File: src/rtl/hazard_tracker.sv
// Source side of the pipeline hazard interface: D/E/M/W tag and control pipeline,
// forwarding/load-use match flags, qualified write enables and stall/flush counters.
module hazard_tracker #(
  parameter int unsigned REG_W = 4,
  parameter int unsigned CNT_W = 16
) (
  input  logic             clk,
  input  logic             reset,
  input  logic [REG_W-1:0] RA1D,
  input  logic [REG_W-1:0] RA2D,
  input  logic [REG_W-1:0] WA3D,
  input  logic             RegWriteD,
  input  logic             MemtoRegD,
  input  logic             PCSD,
  input  logic             CondExE,
  input  logic             StallD,
  input  logic             FlushD,
  input  logic             FlushE,
  output logic             Match_1E_M,
  output logic             Match_1E_W,
  output logic             Match_2E_M,
  output logic             Match_2E_W,
  output logic             Match_12D_E,
  output logic             MemtoRegE,
  output logic             RegWriteM,
  output logic             RegWriteW,
  output logic             PCSrcW,
  output logic             PCWrPendingF,
  output logic [CNT_W-1:0] stall_cnt,
  output logic [CNT_W-1:0] flush_cnt
);

  localparam logic [CNT_W-1:0] CNT_MAX = '1;

  logic             validd;
  logic [REG_W-1:0] ra1e, ra2e, wa3e;
  logic             regwritee, pcse;
  logic [REG_W-1:0] wa3m, wa3w;
  logic             pcsm;

  logic regwrite_dq, memtoreg_dq, pcs_dq;

  // D-stage control only counts while the decoder holds a live instruction
  assign regwrite_dq = RegWriteD & validd;
  assign memtoreg_dq = MemtoRegD & validd;
  assign pcs_dq      = PCSD & validd;

  // D-stage valid: flush kills, stall holds, otherwise a fresh instruction arrives
  always_ff @(posedge clk) begin
    if (!reset) begin
      validd <= 1'b0;
    end else if (FlushD) begin
      validd <= 1'b0;
    end else if (!StallD) begin
      validd <= 1'b1;
    end
  end

  // D->E register; a stall alone does not hold E, the hazard unit pairs it with FlushE
  always_ff @(posedge clk) begin
    if (!reset || FlushE) begin
      ra1e      <= '0;
      ra2e      <= '0;
      wa3e      <= '0;
      regwritee <= 1'b0;
      MemtoRegE <= 1'b0;
      pcse      <= 1'b0;
    end else begin
      ra1e      <= RA1D;
      ra2e      <= RA2D;
      wa3e      <= WA3D;
      regwritee <= regwrite_dq;
      MemtoRegE <= memtoreg_dq;
      pcse      <= pcs_dq;
    end
  end

  // E->M and M->W advance every cycle; the condition check gates writes leaving E
  always_ff @(posedge clk) begin
    if (!reset) begin
      wa3m      <= '0;
      RegWriteM <= 1'b0;
      pcsm      <= 1'b0;
      wa3w      <= '0;
      RegWriteW <= 1'b0;
      PCSrcW    <= 1'b0;
    end else begin
      wa3m      <= wa3e;
      RegWriteM <= regwritee & CondExE;
      pcsm      <= pcse & CondExE;
      wa3w      <= wa3m;
      RegWriteW <= RegWriteM;
      PCSrcW    <= pcsm;
    end
  end

  // Saturating performance counters
  always_ff @(posedge clk) begin
    if (!reset) begin
      stall_cnt <= '0;
      flush_cnt <= '0;
    end else begin
      if (StallD && (stall_cnt != CNT_MAX)) begin
        stall_cnt <= stall_cnt + CNT_W'(1);
      end
      if ((FlushD || FlushE) && (flush_cnt != CNT_MAX)) begin
        flush_cnt <= flush_cnt + CNT_W'(1);
      end
    end
  end

  // Raw tag equalities; the hazard unit qualifies them with the write enables
  assign Match_1E_M   = (ra1e == wa3m);
  assign Match_1E_W   = (ra1e == wa3w);
  assign Match_2E_M   = (ra2e == wa3m);
  assign Match_2E_W   = (ra2e == wa3w);
  assign Match_12D_E  = validd & ((RA1D == wa3e) | (RA2D == wa3e));
  assign PCWrPendingF = pcs_dq | pcse | pcsm;

endmodule

File: config.mk
export PLATFORM = sky130hd
export DESIGN_NAME = hazard_tracker
export DESIGN_NICKNAME = d
export VERILOG_FILES = /design/src/rtl/hazard_tracker.sv
export SDC_FILE = /design/constraint.sdc
export NUM_CORES = 1
export LEC_CHECK = 0
export ABC_AREA = 1
export CAP_MARGIN = 20
export CORE_ASPECT_RATIO = 1.75
export CORE_MARGIN = 4
export CORE_UTILIZATION = 46
export DETAILED_ROUTE_END_ITERATION = 10
export PLACE_DENSITY = 0.73
export RECOVER_POWER = 100
export SLEW_MARGIN = 20
export SYNTH_ARGS = -nofsm -noshare
export SYNTH_HDL_FRONTEND = slang
export SYNTH_SLANG_ARGS = --single-unit
export TNS_END_PERCENT = 1
File: constraint.sdc
create_clock -name clk -period 1.3 [get_ports clk]
set_clock_uncertainty 0.05 [all_clocks]
set_input_delay 0.13 -clock clk [delete_from_list [all_inputs] [get_ports clk]]
set_output_delay 0.13 -clock clk [all_outputs]
set_load 0.01 [all_outputs]
# Yosys cells after proc, flatten, opt, wreduce, memory -nomap -nowiden
# Index checks and enable logic that the tools add are counted.
# W data, S select, Z words.
word_totals:
  register_bits: 60
  output_inout_bits: 42
classes:
  addsub: 2
  eq_ne: 8
  n_bitwise: 10
  n_reduce_logical: 6
op_table:
  columns: ["operator", "count"]
  rows:
  - ["$add A16 B1 Y16 const B", 2]
  - ["$ne A16 B16 Y1 const B", 2]
  - ["$eq A4 B4 Y1", 6]
  - ["$and A1 B1 Y1", 6]
  - ["$or A1 B1 Y1", 3]
  - ["$logic_and A1 B1 Y1", 2]
  - ["$logic_or A1 B1 Y1", 2]
  - ["$reduce_or A2 Y1", 1]
  - ["$logic_not A1 Y1", 1]
  - ["$not A1 Y1", 1]

# Depth between registers and ports, before layout
# Gate-level depths: netlist of the first run.
logic_depth:
  word_depth: 3
  depth_mapped: 9
  ltp_nobuf: 9

# Worst setup path before layout of the first run
# No wires, ideal clock.
synth_timing:
  path_kind: "register to register"
  startpoint: "register stall_cnt[0]"
  endpoint: "register stall_cnt[10]"
  t_arrival_ps: 1327
  required_time_ps: 1134
  slack_ps: -193
  stages_incl_launch_ff: 9
  n_path_buf: 0
  path_cell_list: "dfxtp_1 ha_1 nand2_1 nor2_2 nand2_1 nor2_2 nand3_1 o21ai_0 nor2_1"
synth_via:
  elab_chain_cells: 2
synth_lines:
  columns: ["element", "line", "source"]
  rows:
  - ["start, declared", "29", "output logic [CNT_W-1:0] stall_cnt,"]
  - ["start signal, assigned", "104", "stall_cnt <= stall_cnt + CNT_W'(1);"]
  - ["branches (longest 2 deep; another with $add A16 B1 Y16)", null, null]
# Parallel ways; which one is timed is not known.
# A chain may end at the register's enable or synchronous reset.

# Worst setup path in the final report of the first run
layout_timing:
  startpoint: "register ra1e[3]"
  endpoint: "output port Match_1E_M"
layout_via:
  elab_chain_cells: 1
layout_lines:
  columns: ["element", "line", "source"]
  rows:
  - ["start, declared", "36", "logic [REG_W-1:0] ra1e, ra2e, wa3e;"]
  - ["start signal, assigned", "62", "ra1e <= '0;"]
  - ["start signal, assigned", "69", "ra1e <= RA1D;"]
  - ["$eq A4 B4 Y1", "113", "assign Match_1E_M = (ra1e == wa3m);"]
  - ["end, declared", "19", "output logic Match_1E_M,"]
# Every way passes these cells.

==> reports/qor.txt, run 1 <==
fin. max-slew vios: 0
gr usage total: 22.0%
PD cells: 950 mW/mm²
VDD IR max: 0.761 mV
syn_area_per_cell: 6.91 µm²
dpl cell area: 0.00412 mm²
Initial Util: 47.3%
clock tree from TritonCTS: yes
hpwl dp: 5860 µm
Critical Path RT: 1.12 ns
die area: 0.00781 mm²
register area: 0.00124 mm²
Setup crit start kind: flop
CP Capture Type: output port
commonest non-fill, non-tap cell in the layout: nand2_1
met2 wire length: 4310 µm
worst-path fanout max: 2
wire length per cell: 12.5 µm
Worst-path clk slew: 0.07 ns
register area share after synthesis: 40.7%
Post-Synthesis Cells: 427
Max-cap violations: 0
layout cells sized above 1: 27.3%
highest routed layer: met4
gr ovfl total: 0
Final GP Congestion: 0.833
WL met1: 3120 µm
status: finished with violations
Worst-Margin Slew: 0.516 ns
CTS sink cnt: 60
Avg Vias per Cell: 4.77
number of hold buffers added after CTS: 0
Final Hold Viols: 0
Core Area: 0.00623 mm²
Die W: 68.5 µm
Worst Setup SP: ra1e[3]
crit path kind: flop to output port
first-pass GRT wire length: 13000 µm
vias in the first global route: 3029
hold crit path type: primary input to flop
Final Net Count: 574
mapped cell area: 0.00295 mm²
CP Data Arrival Time: 1.34 ns
Bufs on Longest Clock Path: 2
commonest cells after routing, fill and taps aside: 107 x nand2_1, 83 x nor2_1, 49 x inv_1
Synthesis Warnings: 0
fillcell total: 571
final WL: 7970 µm
Synth Register Bits: 60
RSZ-0062 raised after global routing: true
endpoints failing setup: 37
Fmax achieved: 659 MHz
pre-CTS setup slack: -0.473 ns
pin count of the biggest net entering global routing: 34
Worst-Skew Late Latency: 0.35 ns
R2R Path Start: stall_cnt[1]
Site Rows: 38
via count: 3036
total power: 0.00416 W
metal3 WL: 323 µm
post-synthesis cell type count: 32
cell area after layout: 0.00438 mm²
Mapped Nets: 450
area leader, netlist: dfxtp_1
final core occ: 70.3%
Slew HR: 65.6%
post-layout minimum cycle time: 1.52 ns
DR DRC count: 0
Hold Path Origin: WA3D[3]
Buffers on Ports: 62
worst setup margin: -0.216 ns
H-tree depth: 3
Initial DRC Count: 105
crit share post-route: 117%
Clock Root Buffer: clkbuf_8
drt first pass iters: 4
area growth from synthesis to layout: 48.5%
top-area cell type share of the netlist area: 40.7%
DRT antenna net count: 0
total CTS buffers: 9
Area contributors post-synth: dfxtp_1 41%, nand2_1 14%, nor2_1 12%, inv_1 6.2%, xnor2_1 4.8%
multi-input logic area: 0.00167 mm²
io pins: 63
failing checks: setup timing
initial antenna violation count: 0
diode count: 0
Die Ht: 114 µm
Leak: 2.00 nW
-- flip-flops by register name, indices dropped and copies added, names as in the netlist, 4 cells and up --
name,cells
stall_cnt,16
wa3m,4
ra1e,4
ra2e,4
wa3e,4
wa3w,4
flush_cnt,16
-- per-layer routing --
| layer | track usage [%] | vias to the layer above |
|---|---|---|
| li1 | - | 1576 |
| met1 | 23.7 | 1375 |
| met2 | 38.7 | 68 |
| met3 | 4.53 | 17 |
| met4 | 11.0 | 0 |
| met5 | 0 | - |
-- worst max-delay path, stage by stage (launching register included) --
cell	delay, ns
dfxtp_2	0.34
xnor2_1	0.16
nand2_1	0.08
a221oi_1	0.23
buf_2	0.19
-- synth_stat cells (all sizes together) --
| cell | number |
|---|---|
| a211oi | 1 |
| a21oi | 20 |
| a221oi | 4 |
| buf | 3 |
| clkbuf | 5 |
| dfxtp | 60 |
| ha | 2 |
| inv | 50 |
| nand2 | 117 |
| nand3 | 22 |
| nand3b | 2 |
| nand4 | 7 |
| nor2 | 103 |
| nor3 | 3 |
| nor3b | 2 |
| o21ai | 8 |
| or2 | 1 |
| xnor2 | 16 |
| xor2 | 1 |
-- area by class of cell --
cell class	count	share of cell area (%)
sequential	60	28.4
tap	80	2.29
clock buffer	13	4.11
multi-input combinational	309	38.2
inverter	50	4.28
clock inverter	3	0.971
timing repair buffer	121	21.8
-- through the flow --
step | std cells | hold slack [ns] | TNS, ns
finish | 636 | 0.255 | -3.25
global placement | 620 | 0.360 | -8.28
floorplan | 427 | 0.153 | -1.23
CTS | 636 | 0.241 | -3.75
global route | 636 | 0.269 | -6.85
detailed placement | 620 | 0.372 | -9.56
-- kinds of logic (layout without fill, tap and decap cells) --
| kind of cell | count (synthesis) | in the layout | synth area share [%] |
|---|---|---|---|
| fa+ha+maj | 2 | 2 | 0.848 |
| compound gates | 33 | 33 | 6.45 |
| xor+xnor | 17 | 17 | 5.05 |
| simple gates | 257 | 257 | 38.7 |
| flops | 60 | 60 | 40.7 |
| buf+inv | 58 | 187 | 8.27 |
-- power by group --
part / switching, W / internal [W]
clock: 0.000737 / 0.00110
sequential: 0.0000396 / 0.00188
combinational: 0.000192 / 0.000213
-- final timing paths --
kind	endpoint	depth (start not counted)	slack [ns]
max reg2reg	stall_cnt[10]	8	-0.17
min reg2reg	RegWriteM	2	0.37
max	Match_1E_M	4	-0.22
min	wa3e[3]	3	0.25
-- timing repair --
| action | in CTS | in global routing |
|---|---|---|
| resized for setup | 97 | 34 |
| endpoints found under the setup margin | 74 | 51 |
| cloned | 0 | 0 |
| pin swaps | 12 | 7 |
| setup buffers | 0 | 0 |
Power figures use the tool's default switching activity.
==> inputs of run 2 (changes only) <==
--- a/config.mk
+++ b/config.mk
@@ -10,7 +10,7 @@
 export CORE_ASPECT_RATIO = 1.75
 export CORE_MARGIN = 4
-export CORE_UTILIZATION = 46
+export CORE_UTILIZATION = 50
 export DETAILED_ROUTE_END_ITERATION = 10
-export PLACE_DENSITY = 0.73
+export PLACE_DENSITY = 0.76
 export RECOVER_POWER = 100
 export SLEW_MARGIN = 20
==> constraint.sdc (replaced) <==
create_clock -name clk -period 1.4 [get_ports clk]
set_clock_uncertainty 0.05 [all_clocks]
set_input_delay 0.28 -clock clk [delete_from_list [all_inputs] [get_ports clk]]
set_output_delay 0.28 -clock clk [all_outputs]
set_load 0.01 [all_outputs]
==> reports/qor.txt, run 2 (synthesis results as in run 1) <==
crit path cell chain: xnor2_1 > nand2_1 > a221oi_2 > buf_2
Final Hold Viols: 0 (unchanged)
Fmax achieved: 612 MHz
crit path kind: flop to output port
drt first pass iters: 4 (unchanged)
hold crit path type: primary input to flop
CTS sink cnt: 60 (unchanged)
fin. max-slew vios: 0 (unchanged)
commonest non-fill, non-tap cell in the layout: nand2_1
WL met1: 2920 µm (-6.6%)
hpwl dp: 5560 µm (-5.3%)
commonest cells after routing, fill and taps aside: 109 x nand2_1, 86 x nor2_1, 49 x inv_1
Initial DRC Count: 92 (-12%)
worst-path fanout max: 2 (unchanged)
CP Data Arrival Time: 1.30 ns (-0.04 ns)
diode count: 0 (unchanged)
Die W: 66.1 µm (-3.6%)
Initial Util: 52.4% (+5.0 points)
area growth from synthesis to layout: 44.9%
Final GP Congestion: 0.829 (-0.49%)
met2 wire length: 4230 µm (-2.0%)
PD cells: 930 mW/mm² (-2.1%)
Avg Vias per Cell: 4.80 (+0.59%)
total power: 0.00397 W (-4.5%)
Worst-Margin Slew: 0.443 ns (-0.0738 ns)
biggest regs: flush_cnt: 16 flops, stall_cnt: 16 flops
io pins: 63 (unchanged)
vias in the first global route: 2888 (-4.7%)
Worst-Skew Late Latency: 0.33 ns (-0.02 ns)
DRT antenna net count: 0 (unchanged)
Post-CTS Repair Setup Buffers: 0 (unchanged)
Worst-path clk slew: 0.06 ns (about the same)
worst hold slack: 0.180 ns (-0.0751 ns)
dpl cell area: 0.00395 mm² (-4.2%)
final WL: 7550 µm (-5.2%)
failing checks: setup timing
VDD IR max: 0.969 mV (+27%)
Final Net Count: 557 (-3.0%)
H-tree depth: 3 (unchanged)
RSZ-0062 raised after global routing: true
Core Area: 0.00563 mm² (-9.6%)
total CTS buffers: 9 (unchanged)
Max-cap violations: 0 (unchanged)
via count: 2953 (-2.7%)
Slew HR: 70.5% (+4.9 points)
layout cells sized above 1: 25.2% (-2.1 points)
Leak: 1.99 nW (-0.65%)
Bufs on Longest Clock Path: 2 (unchanged)
post-layout minimum cycle time: 1.63 ns
pin count of the biggest net entering global routing: 40 (+18%)
first-pass GRT wire length: 12300 µm (-5.8%)
CP Capture Type: output port
pre-CTS setup slack: -0.662 ns (-0.190 ns)
cell area after layout: 0.00427 mm² (-2.5%)
status: finished with violations
metal3 WL: 289 µm (-11%)
setup TNS: -1.22 ns (+2.03 ns)
number of hold buffers added after CTS: 0 (unchanged)
Die Ht: 110 µm (-3.8%)
wire length per cell: 12.3 µm (-1.9%)
Site Rows: 36 (-5.3%)
crit share post-route: 117%
die area: 0.00724 mm² (-7.3%)
worst setup margin: -0.234 ns (-0.0174 ns)
gr ovfl total: 0 (unchanged)
delay of the slowest cell on the worst path: 0.34 ns (about the same)
fillcell total: 439 (-23%)
highest routed layer: met4
endpoints failing setup: 15 (-59%)
Buffers on Ports: 62 (unchanged)
DR DRC count: 0 (unchanged)
Setup crit start kind: flop
gr usage total: 22.0% (about the same)
initial antenna violation count: 0 (unchanged)
Critical Path Slowest Stage Cell: dfxtp_2
Clock Root Buffer: clkbuf_8
clock tree from TritonCTS: yes
Critical Path RT: 1.07 ns (-0.05 ns)
run 2: stage by stage:
step	util [%]	cells
detailed placement	70.1	599
global placement	70.1	599
finish	75.9	615
global route	75.9	615
floorplan	-	427
CTS	74.3	615
run 2: cell type report:
type / instances / area [µm²] / share of cell area (%)
Tap cell: 76 / 95.1 / 2.23
Sequential cell: 60 / 1240 / 29.0
Inverter: 50 / 188 / 4.39
Multi-Input combinational cell: 309 / 1650 / 38.7
Clock inverter: 5 / 100 / 2.34
Clock buffer: 11 / 131 / 3.07
Timing Repair Buffer: 104 / 867 / 20.3
run 2: worst max-delay path, delay by kind of cell (launching register included):
family          cells  cell delay [ns]
compound gates      1             0.17
xor+xnor            1             0.19
buf+inv             1             0.17
flops               1             0.34
simple gates        1             0.11
run 2: power breakdown:
| part | internal, W | switching, W |
|---|---|---|
| logic | 0.000193 | 0.000177 |
| clock network | 0.00118 | 0.000646 |
| registers | 0.00175 | 0.0000342 |
run 2: metal layers:
layer | global-route usage, % | up-vias
met5 | 0 | -
met4 | 8.28 | 0
met3 | 5.62 | 9
met2 | 41.4 | 62
met1 | 22.8 | 1336
li1 | - | 1546
run 2: timing repair:
item                       4_1_cts  5_1_grt
setup endpoints to repair       70       44
resized for setup               96       39
pin swaps                        6       10
run 2: path summary, 6_finish.rpt:
| kind | from | end | slack, ns | depth (start not counted) |
|---|---|---|---|---|
| max | ra1e[3] | Match_1E_M | -0.23 | 4 |
| max reg2reg | stall_cnt[0] | stall_cnt[4] | -0.03 | 10 |
| min | RA2D[2] | ra2e[2] | 0.18 | 3 |
| min reg2reg | pcsm | PCSrcW | 0.39 | 2 |
